<file path="src/rtl/mc_control_fsm_if.sv">
// Control/datapath bundle for the multi-cycle sequencer: instruction fields and
// memory handshake in, datapath enables/selects and status out.
interface mc_control_fsm_if #(
    parameter int CNT_W = 32
);
    logic             run;
    logic [5:0]       opcode;
    logic [5:0]       funct;
    logic             zero;
    logic             mem_ready;
    logic             pc_write;
    logic [1:0]       pc_src;
    logic             iord;
    logic             mem_read;
    logic             mem_write;
    logic             ir_write;
    logic             reg_write;
    logic             reg_dst;
    logic             mem_to_reg;
    logic             alu_src_a;
    logic [1:0]       alu_src_b;
    logic             ext_zero;
    logic [3:0]       alu_ctrl;
    logic [3:0]       state_o;
    logic             illegal;
    logic [CNT_W-1:0] instr_count;

    modport master (
        input  run, opcode, funct, zero, mem_ready,
        output pc_write, pc_src, iord, mem_read, mem_write, ir_write, reg_write,
               reg_dst, mem_to_reg, alu_src_a, alu_src_b, ext_zero, alu_ctrl,
               state_o, illegal, instr_count
    );

    modport slave (
        output run, opcode, funct, zero, mem_ready,
        input  pc_write, pc_src, iord, mem_read, mem_write, ir_write, reg_write,
               reg_dst, mem_to_reg, alu_src_a, alu_src_b, ext_zero, alu_ctrl,
               state_o, illegal, instr_count
    );
endinterface

</file>
<file path="src/rtl/mc_control_fsm.sv">
// Multi-cycle MIPS-subset control sequencer: fetch/decode/execute/memory/writeback
// with a variable-latency memory handshake, retire counter and illegal-opcode trap.
module mc_control_fsm #(
    parameter int CNT_W = 32
) (
    input  logic             clk,
    input  logic             rst_n,
    mc_control_fsm_if.master bus
);
    typedef enum logic [3:0] {
        IDLE     = 4'd0,
        FETCH    = 4'd1,
        DECODE   = 4'd2,
        MEM_ADDR = 4'd3,
        MEM_RD   = 4'd4,
        WB_MEM   = 4'd5,
        MEM_WR   = 4'd6,
        EXEC_R   = 4'd7,
        WB_R     = 4'd8,
        EXEC_I   = 4'd9,
        WB_I     = 4'd10,
        BRANCH   = 4'd11,
        JUMP     = 4'd12,
        TRAP     = 4'd15
    } state_t;

    localparam logic [5:0] OP_RTYPE = 6'b000000;
    localparam logic [5:0] OP_LW    = 6'b100011;
    localparam logic [5:0] OP_SW    = 6'b101011;
    localparam logic [5:0] OP_ADDI  = 6'b001000;
    localparam logic [5:0] OP_ANDI  = 6'b001100;
    localparam logic [5:0] OP_ORI   = 6'b001101;
    localparam logic [5:0] OP_SLTI  = 6'b001010;
    localparam logic [5:0] OP_BEQ   = 6'b000100;
    localparam logic [5:0] OP_BNE   = 6'b000101;
    localparam logic [5:0] OP_J     = 6'b000010;

    localparam logic [3:0] ALU_ADD = 4'b0010;
    localparam logic [3:0] ALU_SUB = 4'b0110;
    localparam logic [3:0] ALU_AND = 4'b0000;
    localparam logic [3:0] ALU_OR  = 4'b0001;
    localparam logic [3:0] ALU_SLT = 4'b0111;
    localparam logic [3:0] ALU_NOR = 4'b1100;

    state_t           state, next_state;
    logic             retire;
    logic             r_legal;
    logic [3:0]       r_ctrl;
    logic [3:0]       i_ctrl;
    logic             i_zext;
    logic             fetch_q, branch_q, bne_q, jump_q;
    logic [1:0]       pc_src_q, alu_src_b_q;
    logic             iord_q, mem_read_q, mem_write_q, reg_write_q, reg_dst_q;
    logic             mem_to_reg_q, alu_src_a_q, ext_zero_q, illegal_q;
    logic [3:0]       alu_ctrl_q;
    logic [CNT_W-1:0] count_q;

    always_comb begin
        r_legal = 1'b1;
        r_ctrl  = ALU_ADD;
        case (bus.funct)
            6'b100000: r_ctrl = ALU_ADD;
            6'b100010: r_ctrl = ALU_SUB;
            6'b100100: r_ctrl = ALU_AND;
            6'b100101: r_ctrl = ALU_OR;
            6'b101010: r_ctrl = ALU_SLT;
            6'b100111: r_ctrl = ALU_NOR;
            default:   r_legal = 1'b0;
        endcase
    end

    always_comb begin
        i_ctrl = ALU_ADD;
        i_zext = 1'b0;
        case (bus.opcode)
            OP_ANDI: begin i_ctrl = ALU_AND; i_zext = 1'b1; end
            OP_ORI:  begin i_ctrl = ALU_OR;  i_zext = 1'b1; end
            OP_SLTI: i_ctrl = ALU_SLT;
            default: i_ctrl = ALU_ADD;
        endcase
    end

    // Retiring states share one exit: back to FETCH if run is high, else park in IDLE.
    always_comb begin
        next_state = state;
        retire     = 1'b0;
        case (state)
            IDLE:     if (bus.run) next_state = FETCH;
            FETCH:    if (bus.mem_ready) next_state = DECODE;
            DECODE: begin
                case (bus.opcode)
                    OP_RTYPE:                         next_state = r_legal ? EXEC_R : TRAP;
                    OP_LW, OP_SW:                     next_state = MEM_ADDR;
                    OP_ADDI, OP_ANDI, OP_ORI, OP_SLTI: next_state = EXEC_I;
                    OP_BEQ, OP_BNE:                   next_state = BRANCH;
                    OP_J:                             next_state = JUMP;
                    default:                          next_state = TRAP;
                endcase
            end
            MEM_ADDR: next_state = (bus.opcode == OP_SW) ? MEM_WR : MEM_RD;
            MEM_RD:   if (bus.mem_ready) next_state = WB_MEM;
            MEM_WR:   retire = bus.mem_ready;
            EXEC_R:   next_state = WB_R;
            EXEC_I:   next_state = WB_I;
            WB_MEM, WB_R, WB_I, BRANCH, JUMP: retire = 1'b1;
            TRAP:     next_state = TRAP;
            default:  next_state = IDLE;
        endcase
        if (retire) next_state = bus.run ? FETCH : IDLE;
    end

    // Outputs are registered from the upcoming state; only the mem_ready/zero
    // qualified enables are combined after the register.
    always_ff @(posedge clk or negedge rst_n) begin
        if (!rst_n) begin
            state        <= IDLE;
            count_q      <= '0;
            fetch_q      <= 1'b0;
            branch_q     <= 1'b0;
            bne_q        <= 1'b0;
            jump_q       <= 1'b0;
            pc_src_q     <= 2'b00;
            alu_src_b_q  <= 2'b00;
            iord_q       <= 1'b0;
            mem_read_q   <= 1'b0;
            mem_write_q  <= 1'b0;
            reg_write_q  <= 1'b0;
            reg_dst_q    <= 1'b0;
            mem_to_reg_q <= 1'b0;
            alu_src_a_q  <= 1'b0;
            ext_zero_q   <= 1'b0;
            illegal_q    <= 1'b0;
            alu_ctrl_q   <= 4'b0000;
        end else begin
            state <= next_state;
            if (retire) count_q <= count_q + 1'b1;

            fetch_q      <= 1'b0;
            branch_q     <= 1'b0;
            bne_q        <= 1'b0;
            jump_q       <= 1'b0;
            pc_src_q     <= 2'b00;
            alu_src_b_q  <= 2'b00;
            iord_q       <= 1'b0;
            mem_read_q   <= 1'b0;
            mem_write_q  <= 1'b0;
            reg_write_q  <= 1'b0;
            reg_dst_q    <= 1'b0;
            mem_to_reg_q <= 1'b0;
            alu_src_a_q  <= 1'b0;
            ext_zero_q   <= 1'b0;
            illegal_q    <= 1'b0;
            alu_ctrl_q   <= 4'b0000;

            case (next_state)
                FETCH: begin
                    fetch_q     <= 1'b1;
                    mem_read_q  <= 1'b1;
                    alu_src_b_q <= 2'b01;
                    alu_ctrl_q  <= ALU_ADD;
                end
                DECODE: begin
                    alu_src_b_q <= 2'b11;
                    alu_ctrl_q  <= ALU_ADD;
                end
                MEM_ADDR: begin
                    alu_src_a_q <= 1'b1;
                    alu_src_b_q <= 2'b10;
                    alu_ctrl_q  <= ALU_ADD;
                end
                MEM_RD: begin
                    mem_read_q <= 1'b1;
                    iord_q     <= 1'b1;
                end
                MEM_WR: begin
                    mem_write_q <= 1'b1;
                    iord_q      <= 1'b1;
                end
                WB_MEM: begin
                    reg_write_q  <= 1'b1;
                    mem_to_reg_q <= 1'b1;
                end
                EXEC_R: begin
                    alu_src_a_q <= 1'b1;
                    alu_ctrl_q  <= r_ctrl;
                end
                WB_R: begin
                    reg_write_q <= 1'b1;
                    reg_dst_q   <= 1'b1;
                end
                EXEC_I: begin
                    alu_src_a_q <= 1'b1;
                    alu_src_b_q <= 2'b10;
                    alu_ctrl_q  <= i_ctrl;
                    ext_zero_q  <= i_zext;
                end
                WB_I:   reg_write_q <= 1'b1;
                BRANCH: begin
                    branch_q    <= 1'b1;
                    bne_q       <= (bus.opcode == OP_BNE);
                    alu_src_a_q <= 1'b1;
                    alu_ctrl_q  <= ALU_SUB;
                    pc_src_q    <= 2'b01;
                end
                JUMP: begin
                    jump_q   <= 1'b1;
                    pc_src_q <= 2'b10;
                end
                TRAP:    illegal_q <= 1'b1;
                default: illegal_q <= 1'b0;
            endcase
        end
    end

    assign bus.pc_write    = jump_q | (fetch_q & bus.mem_ready) | (branch_q & (bne_q ^ bus.zero));
    assign bus.ir_write    = fetch_q & bus.mem_ready;
    assign bus.pc_src      = pc_src_q;
    assign bus.iord        = iord_q;
    assign bus.mem_read    = mem_read_q;
    assign bus.mem_write   = mem_write_q;
    assign bus.reg_write   = reg_write_q;
    assign bus.reg_dst     = reg_dst_q;
    assign bus.mem_to_reg  = mem_to_reg_q;
    assign bus.alu_src_a   = alu_src_a_q;
    assign bus.alu_src_b   = alu_src_b_q;
    assign bus.ext_zero    = ext_zero_q;
    assign bus.alu_ctrl    = alu_ctrl_q;
    assign bus.state_o     = state;
    assign bus.illegal     = illegal_q;
    assign bus.instr_count = count_q;
endmodule

</file>
<file path="src/flat_wrapper.sv">
// flat-port wrapper written by rule: the top's interface ports become plain ports
module mc_control_fsm_flat 
#(
    parameter int CNT_W = 32
)
  (clk, rst_n, bus_run, bus_opcode, bus_funct, bus_zero, bus_mem_ready, bus_pc_write, bus_pc_src, bus_iord, bus_mem_read, bus_mem_write, bus_ir_write, bus_reg_write, bus_reg_dst, bus_mem_to_reg, bus_alu_src_a, bus_alu_src_b, bus_ext_zero, bus_alu_ctrl, bus_state_o, bus_illegal, bus_instr_count);
  mc_control_fsm_if #(.CNT_W(CNT_W)) bus_i ();
  input  logic clk;
  input  logic rst_n;
  input wire logic [$bits(bus_i.run)-1:0] bus_run;
  input wire logic [$bits(bus_i.opcode)-1:0] bus_opcode;
  input wire logic [$bits(bus_i.funct)-1:0] bus_funct;
  input wire logic [$bits(bus_i.zero)-1:0] bus_zero;
  input wire logic [$bits(bus_i.mem_ready)-1:0] bus_mem_ready;
  output wire logic [$bits(bus_i.pc_write)-1:0] bus_pc_write;
  output wire logic [$bits(bus_i.pc_src)-1:0] bus_pc_src;
  output wire logic [$bits(bus_i.iord)-1:0] bus_iord;
  output wire logic [$bits(bus_i.mem_read)-1:0] bus_mem_read;
  output wire logic [$bits(bus_i.mem_write)-1:0] bus_mem_write;
  output wire logic [$bits(bus_i.ir_write)-1:0] bus_ir_write;
  output wire logic [$bits(bus_i.reg_write)-1:0] bus_reg_write;
  output wire logic [$bits(bus_i.reg_dst)-1:0] bus_reg_dst;
  output wire logic [$bits(bus_i.mem_to_reg)-1:0] bus_mem_to_reg;
  output wire logic [$bits(bus_i.alu_src_a)-1:0] bus_alu_src_a;
  output wire logic [$bits(bus_i.alu_src_b)-1:0] bus_alu_src_b;
  output wire logic [$bits(bus_i.ext_zero)-1:0] bus_ext_zero;
  output wire logic [$bits(bus_i.alu_ctrl)-1:0] bus_alu_ctrl;
  output wire logic [$bits(bus_i.state_o)-1:0] bus_state_o;
  output wire logic [$bits(bus_i.illegal)-1:0] bus_illegal;
  output wire logic [$bits(bus_i.instr_count)-1:0] bus_instr_count;
  assign bus_i.run = bus_run;
  assign bus_i.opcode = bus_opcode;
  assign bus_i.funct = bus_funct;
  assign bus_i.zero = bus_zero;
  assign bus_i.mem_ready = bus_mem_ready;
  assign bus_pc_write = bus_i.pc_write;
  assign bus_pc_src = bus_i.pc_src;
  assign bus_iord = bus_i.iord;
  assign bus_mem_read = bus_i.mem_read;
  assign bus_mem_write = bus_i.mem_write;
  assign bus_ir_write = bus_i.ir_write;
  assign bus_reg_write = bus_i.reg_write;
  assign bus_reg_dst = bus_i.reg_dst;
  assign bus_mem_to_reg = bus_i.mem_to_reg;
  assign bus_alu_src_a = bus_i.alu_src_a;
  assign bus_alu_src_b = bus_i.alu_src_b;
  assign bus_ext_zero = bus_i.ext_zero;
  assign bus_alu_ctrl = bus_i.alu_ctrl;
  assign bus_state_o = bus_i.state_o;
  assign bus_illegal = bus_i.illegal;
  assign bus_instr_count = bus_i.instr_count;
  mc_control_fsm #(.CNT_W(CNT_W)) u_core (.clk(clk), .rst_n(rst_n), .bus(bus_i));
endmodule
</file>
<file path="config.mk">
export PLATFORM = sky130hd
export DESIGN_NAME = mc_control_fsm_flat
export DESIGN_NICKNAME = d
export VERILOG_FILES = /design/src/rtl/mc_control_fsm_if.sv /design/src/rtl/mc_control_fsm.sv /design/src/flat_wrapper.sv
export SDC_FILE = /design/constraint.sdc
export NUM_CORES = 1
export LEC_CHECK = 0
export BUFFER_PORTS_ARGS = -buffer_cell sky130_fd_sc_hd__buf_4
export CAP_MARGIN = 20
export CORE_MARGIN = 2
export CORE_UTILIZATION = 48
export CTS_CLUSTER_DIAMETER = 100
export CTS_CLUSTER_SIZE = 30
export DETAILED_ROUTE_END_ITERATION = 10
export PLACE_DENSITY_LB_ADDON = 0.25
export SYNTH_ARGS = -nofsm -noshare
export SYNTH_HDL_FRONTEND = slang
export SYNTH_SLANG_ARGS = --single-unit
</file>
<file path="constraint.sdc">
create_clock -name clk -period 3.8 [get_ports clk]
set_clock_uncertainty 0.1 [all_clocks]
set_input_delay 0.95 -clock clk [delete_from_list [all_inputs] [get_ports clk]]
set_output_delay 0.95 -clock clk [all_outputs]
set_load 0.02 [all_outputs]
</file>
==> impl_metrics.toml, run 1 <==
[outcome]
outcome = "completed"

[global_route]
grt_util_all_layers = 0.205
grt_overflow_total = 0
grt_max_degree = 58
grt_pass1_wl_mm = 10.3
antenna_found_initial = 0
grt_pass1_vias = 2229

[worst_setup_path]
critical-path-top-delay-family = "compound AO/OA/AOI/OAI gates"
crit_required_ns = 2.75
crit_top_cell = "buf_4"
crit_fanout = 1
critPathKind = "in2out"
crit_cells = 4
startpoint_type = "input port"
ff2ff_path_depth = 6
path_cells = "buf_4 > xor2_1 > a211o_1 > buf_4"
critical_path.slowest_cell = "a211o_1"
path_buf_inv = 2
cp-end-kind = "output pin"
critical_path_arrival_ns = 1.65
cp_slowest_stage_delay_ns = 0.28

[final_layout]
n_antenna_cell = 0
area_growth_pct = 27.3
largest_reg_flops = 32
fillCellCount = 480
drive_above_1_share = 0.287
finalNetCount = 372
stdcell_area_sq_um = 3670

[timing]
layout_setup_ws_ns = 1.10
max_freq_ghz = 0.371
fin_crit_sh = 0.710
slew_headroom = 0.547
period_minus_slack_ns = 2.70
setup_viol = 0
worst_slew_pin_slew_ns = 0.680
rsz0062_at_grt = "no"
drv_slew = 0
finalSetupTns_ns = 0
hold_viol_final = 0

[cts]
cts_sinks = 57
h-tree-depth = 3
cts_buffers = 9
post_cts_buffers = 0
insertion_delay_ns = 0.33
ctsResizeCount = 0
clock_path_buffers = 2
clk_pin_slew_ns = 0.06
clock-root-buffer = "clkbuf_8"
cts_hold_buf = 0
cts_tree = "built"

[logic_synthesis]
yosys-top-cells-count = "57 x dfrtp_1, 22 x nor2_1, 22 x xnor2_1"
yosys-top-cells-area = "dfrtp_1 49%, xnor2_1 6.7%, xor2_1 3.0%, nor2_1 2.9%, nand4_1 2.8%"
synth_top_cell_by_area = "dfrtp_1"
synth_edf_count = 0
ys_types = 55
async_reset_ff_frac = 1.00
synth_ff_type = "dfrtp_1"
syn_inst = 282
synth_top_cell_area_share = 0.495
ys_seq_elements = 57
yosysMostFrequentCell = "dfrtp_1"
syn_avg_cell_area_sq_um = 10.2
ys_seq_area_frac = 0.495
synth_warnings = 0
syn-num-nets = 300
syn_area_sq_um = 2880

[power_and_ir_drop]
clkPwrFrac = 0.260
pwr-share-seq = 0.377
ir_drop_mv = 0.257
p_sw_w = 0.000850
p_comb_frac = 0.363
cellLeakagePower_nw = 1.72
internal_power_w = 0.00139
swShare = 0.380
cellPowerDensity_nw_per_um2 = 609

[job]
cap_violations = 0

[floorplan]
die_area_sq_um = 6640
core_sq_um = 5850
fp.dieW_um = 81.5
fp-row-count = 28
start_util = 0.493
io_pins = 72
die_h_um = 81.5

[drt]
ant_nets = 0
remaining_drc_errors = 0
drt-initial-drc-count = 113
wl_per_cell_um = 14.6
wirelength_mm = 6.32
first_pass_iters = 4
vias = 2412
viasPerCell = 5.56

[min_path]
hold_depth = 1
min-delay-path-class = "reg2reg"

[place]
place_congestion = 0.835
dp_slack_ns = 0.843
placed_cell_area_sq_um = 3460
portBuffers = 71
place_hpwl_mm = 4.58
## logic make-up (layout without fill, tap and decap cells)
| logic type | Yosys count | after routing | synth area share |
|---|---|---|---|
| buf+inv | 17 | 94 | 0.0256 |
| fa+ha+maj | 1 | 1 | 0.00434 |
| simple gates | 126 | 126 | 0.246 |
| compound gates | 47 | 47 | 0.125 |
| flops | 57 | 57 | 0.495 |
| mux | 2 | 2 | 0.00781 |
| xor+xnor | 32 | 32 | 0.0972 |
## power by group through the flow
stage | Sequential [W] | Clock (W) | Combinational, W
after floorplan | 0.000886 | 0 | 0.000499
after global placement | 0.000853 | 0 | 0.000793
after detailed placement | 0.000851 | 0 | 0.000806
after CTS | 0.000841 | 0.000590 | 0.000810
after global routing | 0.000862 | 0.000616 | 0.000894
final | 0.000842 | 0.000581 | 0.000812
## routing by layer
metal,global-route usage,vias to the layer above,wire (um)
met3,0.0560,17,389
met1,0.287,1154,3000
met2,0.292,73,2760
met5,0,-,0
met4,0.100,0,174
li1,-,1168,-
## area by class of cell
type	instances	area (sq um)	share of cell area
Clock buffer	14	173	0.0471
Sequential cell	57	1430	0.389
Tap cell	75	93.8	0.0256
Multi-Input combinational cell	208	1380	0.377
Inverter	7	26.3	0.00716
Timing Repair Buffer	71	533	0.145
Clock inverter	2	35.0	0.00955
## cell usage in the layout (no fill, tap or decap), types with 4 or more instances in the layout
cell type,synthesis,final
clkbuf_8,0,12
inv_1,7,7
a31oi_1,6,6
nand3_1,10,10
nand2_1,20,20
buf_4,1,71
and4_1,4,4
nor2_1,22,22
and3_1,5,5
nor3_1,14,14
a21oi_1,5,5
or3_1,5,5
xor2_1,10,10
xnor2_1,22,22
nand2b_1,10,10
dfrtp_1,57,57
o21ai_0,8,8
nand4_1,13,13
## stage by stage
| step | hold slack, ns | power (W) | std cells | util |
|---|---|---|---|---|
| after floorplan | 0.478 | 0.00138 | 282 | - |
| after global placement | 0.376 | 0.00165 | 418 | 0.592 |
| after detailed placement | 0.379 | 0.00166 | 418 | 0.592 |
| after CTS | 0.390 | 0.00224 | 434 | 0.627 |
| after global routing | 0.402 | 0.00237 | 434 | 0.627 |
| final | 0.387 | 0.00224 | 434 | 0.627 |
## final timing paths
path,start,endpoint,slack (ns)
setup / recovery,bus_zero,bus_pc_write,1.10
hold reg to reg,u_core.bus.instr_count[18]$_DFFE_PN0P_,u_core.bus.instr_count[18]$_DFFE_PN0P_,0.39
min in group asynchronous,rst_n,u_core.bus.instr_count[26]$_DFFE_PN0P_,0.57
hold / removal,u_core.bus.instr_count[18]$_DFFE_PN0P_,u_core.bus.instr_count[18]$_DFFE_PN0P_,0.39
setup reg to reg,u_core.bus.state_o[2]$_DFF_PN0_,u_core.bus.alu_ctrl[0]$_DFF_PN0_,1.19
max in group asynchronous,rst_n,u_core.branch_q$_DFF_PN0_,2.58
Note: power is estimated with default switching activity, not from simulation.
==> run 2, diff against run 1 <==
Clock period 3.8 ns to 2.55 ns, I/O delays scaled along.
==> impl_metrics.toml, run 2 (synthesis gave the netlist of run 1 again) <==
[timing]
period_minus_slack_ns = 2.37
slew_headroom = 0.538
worst_slew_pin_slew_ns = 0.693
fin_crit_sh = 0.928
finalSetupTns_ns = 0
rsz0062_at_grt = "no"
hold_viol_final = 0
drv_slew = 0
max_freq_ghz = 0.423
setup_viol = 0

[place]
place_congestion = 0.837
placed_cells = 433
place_hpwl_mm = 4.79
placed_cell_area_sq_um = 3570
portBuffers = 71

[drt]
wirelength_mm = 6.50
ant_nets = 0
drt-initial-drc-count = 121
first_pass_iters = 4
vias = 2457
wl_per_cell_um = 14.5
viasPerCell = 5.50
remaining_drc_errors = 0

[cts]
clock-root-buffer = "clkbuf_8"
h-tree-depth = 3
clock_path_buffers = 2
cts_buffers = 9
insertion_delay_ns = 0.33
cts_sinks = 57
ctsResizeCount = 0
cts_tree = "built"
clk_pin_slew_ns = 0.07
cts_hold_buf = 0
post_cts_buffers = 0

[final_layout]
stdcell_area_sq_um = 3790
most-common-layout-cells = "86 x buf_4, 57 x dfrtp_1, 22 x nor2_1, 22 x xnor2_1, 20 x nand2_1"
drive_above_1_share = 0.317
n_antenna_cell = 0
area_growth_pct = 31.5
largest_reg_flops = 32
finalNetCount = 387
final_common_cell = "buf_4"
instances_no_fill = 447
fin_util = 0.648

[global_route]
grt_overflow_total = 0
grt_max_degree = 58
antenna_found_initial = 0
grt_util_all_layers = 0.217
grt_pass1_vias = 2303
grt_pass1_wl_mm = 10.9

[worst_setup_path]
crit_fanout = 12
startpoint_type = "register"
crit_required_ns = 2.70
cp-end-kind = "register"
critPathKind = "reg2reg"
critical_path_arrival_ns = 2.52

[min_path]
min-delay-path-class = "in2async"

[power_and_ir_drop]
cellLeakagePower_nw = 1.80
ir_drop_mv = 0.448
cellPowerDensity_nw_per_um2 = 930

[floorplan]
die_h_um = 81.5
die_area_sq_um = 6640
start_util = 0.493
fp.dieW_um = 81.5
io_pins = 72
fp-row-count = 28
core_sq_um = 5850

[job]
cap_violations = 0

[outcome]
outcome = "completed"
[run 2: changes by cell type in the layout (fill, tap and decap cells not counted)]
cell	delta
buf_4	+15
clkbuf_8	-1
bufinv_16	+1
clkbuf_1	-2
[run 2: worst max-delay path, cell delays in order, from the launching register on]
cell	delay, ns
dfrtp_1	0.54
nand2_1	0.18
o311ai_2	0.31
o2111ai_2	0.26
or3_1	0.53
nor3_2	0.21
xor2_1	0.15
[run 2: path summary, 6_finish.rpt]
| path | start | end | slack [ns] | cells past startpoint |
|---|---|---|---|---|
| min in group clk | u_core.bus.instr_count[31]$_DFFE_PN0P_ | u_core.bus.instr_count[31]$_DFFE_PN0P_ | 0.37 | 1 |
| max | u_core.bus.state_o[2]$_DFF_PN0_ | u_core.bus.instr_count[31]$_DFFE_PN0P_ | 0.18 | 6 |
| max reg2reg | u_core.bus.state_o[2]$_DFF_PN0_ | u_core.bus.instr_count[31]$_DFFE_PN0P_ | 0.18 | 6 |
| min reg2reg | u_core.bus.instr_count[31]$_DFFE_PN0P_ | u_core.bus.instr_count[31]$_DFFE_PN0P_ | 0.37 | 1 |
| min | rst_n | u_core.bus.instr_count[26]$_DFFE_PN0P_ | 0.23 | 1 |
| max in group asynchronous | rst_n | u_core.bus.alu_src_b[1]$_DFF_PN0_ | 1.63 | 1 |
[run 2: where the power goes]
part           total [W]  internal, W  switching [W]
Combinational    0.00137     0.000589       0.000783
Sequential       0.00123      0.00105       0.000182
Clock           0.000925     0.000591       0.000334
[run 2: final cells by class]
cell class | count | area (sq um)
Fill cell | 476 | 2060
Sequential cell | 57 | 1430
Multi-Input combinational cell | 208 | 1380
Timing Repair Buffer | 86 | 646
Clock buffer | 11 | 151
Tap cell | 75 | 93.8
Clock inverter | 3 | 65.1
Inverter | 7 | 26.3
[run 2: routing by layer]
metal	vias up	global-route usage	part of all wire
met5	-	0	0
li1	1198	-	-
met3	6	0.0615	0.066
met1	1171	0.310	0.47
met2	82	0.316	0.46
met4	0	0.0729	0.0092
[run 2: through the flow]
step	power (W)	worst slack, ns	hold slack [ns]
2_1_floorplan	0.00206	0.184	0.242
3_3_place_gp	0.00258	-0.0477	0.361
3_5_place_dp	0.00260	-0.0502	0.363
4_1_cts	0.00355	0.199	0.262
5_1_grt	0.00376	0.00877	0.301
6_report	0.00353	0.183	0.235
==> run 3, diff against run 2 <==
--- a/config.mk
+++ b/config.mk
@@ -8,5 +8,5 @@
 export BUFFER_PORTS_ARGS = -buffer_cell sky130_fd_sc_hd__buf_4
 export CAP_MARGIN = 20
-export CORE_MARGIN = 2
+export CORE_MARGIN = 4
 export CORE_UTILIZATION = 48
 export CTS_CLUSTER_DIAMETER = 100
==> constraint.sdc (replaced) <==
create_clock -name clk -period 2.55 [get_ports clk]
set_clock_uncertainty 0.1 [all_clocks]
set_input_delay 0.3825 -clock clk [delete_from_list [all_inputs] [get_ports clk]]
set_output_delay 0.3825 -clock clk [all_outputs]
set_load 0.02 [all_outputs]
==> impl_metrics.toml, run 3 (synthesis gave the netlist of run 1 again) <==
[timing]
worst_slew_pin_slew_ns = 0.694
hold_viol_final = 2
max_freq_ghz = 0.417
drv_slew = 0
rsz0062_at_grt = "no"
slew_headroom = 0.538
period_minus_slack_ns = 2.40
finalSetupTns_ns = 0
whs_ns = -0.000749
setup_viol = 0
fin_crit_sh = 0.940

[power_and_ir_drop]
p_comb_frac = 0.402
cellLeakagePower_nw = 1.73
clkPwrFrac = 0.221
internal_power_w = 0.00197
cellPowerDensity_nw_per_um2 = 888
swShare = 0.401
p_sw_w = 0.00131
ir_drop_mv = 0.374
pwr-share-seq = 0.377

[global_route]
antenna_found_initial = 0
grt_max_degree = 58
grt_pass1_wl_mm = 11.5
grt_pass1_vias = 2394
grt_overflow_total = 0
grt_util_all_layers = 0.198

[place]
place_congestion = 0.846
portBuffers = 71
place_hpwl_mm = 5.13

[cts]
cts_tree = "built"
h-tree-depth = 3
insertion_delay_ns = 0.33
cts_buffers = 9
cts_sinks = 57
clock_path_buffers = 2
clock-root-buffer = "clkbuf_8"
clk_pin_slew_ns = 0.07

[worst_setup_path]
critical_path.slowest_cell = "dfrtp_1"
cp_slowest_stage_delay_ns = 0.53
cp-end-kind = "register"
crit_required_ns = 2.70
critical_path_arrival_ns = 2.55
critPathKind = "reg2reg"
startpoint_type = "register"
crit_fanout = 12
path_cells = "buf_4 > or3_1 > o22ai_1 > a221o_1 > or3b_4 > o211ai_1"

[floorplan]
io_pins = 72
core_sq_um = 5680
fp.dieW_um = 85.5
die_h_um = 85.5
fp-row-count = 27
start_util = 0.508
die_area_sq_um = 7310

[drt]
remaining_drc_errors = 0
vias = 2479
wirelength_mm = 6.83
viasPerCell = 5.66
ant_nets = 0
first_pass_iters = 4
drt-initial-drc-count = 71
wl_per_cell_um = 15.6

[final_layout]
n_antenna_cell = 0
finalNetCount = 380
most-common-layout-cells = "79 x buf_4, 55 x dfrtp_1, 22 x nor2_1, 22 x xnor2_1, 20 x nand2_1"
final_common_cell = "buf_4"
area_growth_pct = 28.2
largest_reg_flops = 32
drive_above_1_share = 0.314

[outcome]
violations = "negative hold slack"
outcome = "finished with violations"

[job]
cap_violations = 0

[min_path]
min-delay-path-class = "in2async"
## run 3: changes by cell type in the layout (fill, tap and decap cells not counted)
| cell | previous run | this run |
|---|---|---|
| clkinv_2 | 1 | 2 |
| clkinvlp_4 | 0 | 3 |
| buf_4 | 86 | 79 |
| clkbuf_8 | 11 | 10 |
| o21ai_1 | 3 | 2 |
| bufinv_16 | 2 | 0 |
| o21ai_2 | 1 | 2 |
| dfrtp_2 | 0 | 2 |
| dfrtp_1 | 57 | 55 |
## run 3: layer usage
| layer | vias to the layer above | share of wire | wire length (um) | global-route usage |
|---|---|---|---|---|
| li1 | 1185 | - | - | - |
| met1 | 1194 | 0.44 | 3010 | 0.272 |
| met2 | 96 | 0.47 | 3210 | 0.296 |
| met3 | 4 | 0.086 | 584 | 0.0672 |
| met4 | 0 | 0.0044 | 30 | 0.0633 |
| met5 | - | 0 | 0 | 0 |
## run 3: worst paths after layout
check                                                 startpoint                                     end  slack, ns  cells past startpoint
max in group asynchronous                                  rst_n         u_core.bus.state_o[0]$_DFF_PN0_       1.86                      1
max                              u_core.bus.state_o[1]$_DFF_PN0_       u_core.bus.alu_src_b[1]$_DFF_PN0_       0.15                      6
min reg2reg                u_core.bus.instr_count[8]$_DFFE_PN0P_   u_core.bus.instr_count[8]$_DFFE_PN0P_       0.39                      1
min in group clk                                    bus_funct[1]        u_core.bus.alu_ctrl[3]$_DFF_PN0_       0.20                      3
min                                                        rst_n  u_core.bus.instr_count[17]$_DFFE_PN0P_    -0.0007                      1
max reg2reg                      u_core.bus.state_o[1]$_DFF_PN0_       u_core.bus.alu_src_b[1]$_DFF_PN0_       0.15                      6
## run 3: power groups by stage
stage / Clock [W] / Combinational (W) / Sequential, W
after floorplan: 0 / 0.000743 / 0.00132
after global placement: 0 / 0.00130 / 0.00124
after detailed placement: 0 / 0.00131 / 0.00125
after CTS: 0.000747 / 0.00131 / 0.00123
after global routing: 0.000786 / 0.00144 / 0.00127
final: 0.000724 / 0.00132 / 0.00124
## run 3: timing repair
action / CTS / global route
hold buffers: 0 / 0
setup buffers: 0 / 0
endpoints found under the setup margin: 0 / 12
resized for setup: 0 / 3
## run 3: critical path, delay by kind of cell, from the launching register on
kind	cells	cell delay, ns
buffers and inverters	1	0.24
and+or+nand+nor	2	0.82
AOI/OAI and AO/OA	3	0.63
DFF	1	0.53
## run 3: layout make-up
cell class / instances / area (sq um)
multi-input combinational: 208 / 1390
tap: 72 / 90.1
inverter: 7 / 26.3
sequential: 57 / 1430
fill: 479 / 1980
clock buffer: 10 / 138
timing repair buffer: 79 / 593
clock inverter: 5 / 32.5
## run 3: through the flow
stage / std cells / worst slack [ns] / cell area (sq um) / utilization / power [W]
6_report: 438 / 0.153 / 3690 / 0.651 / 0.00328
4_1_cts: 438 / 0.148 / 3690 / 0.650 / 0.00329
2_1_floorplan: 282 / 0.362 / 2880 / - / 0.00206
5_1_grt: 438 / 0.00849 / 3690 / 0.651 / 0.00350
3_5_place_dp: 423 / 0.147 / 3520 / 0.620 / 0.00256
3_3_place_gp: 423 / 0.171 / 3520 / 0.620 / 0.00253
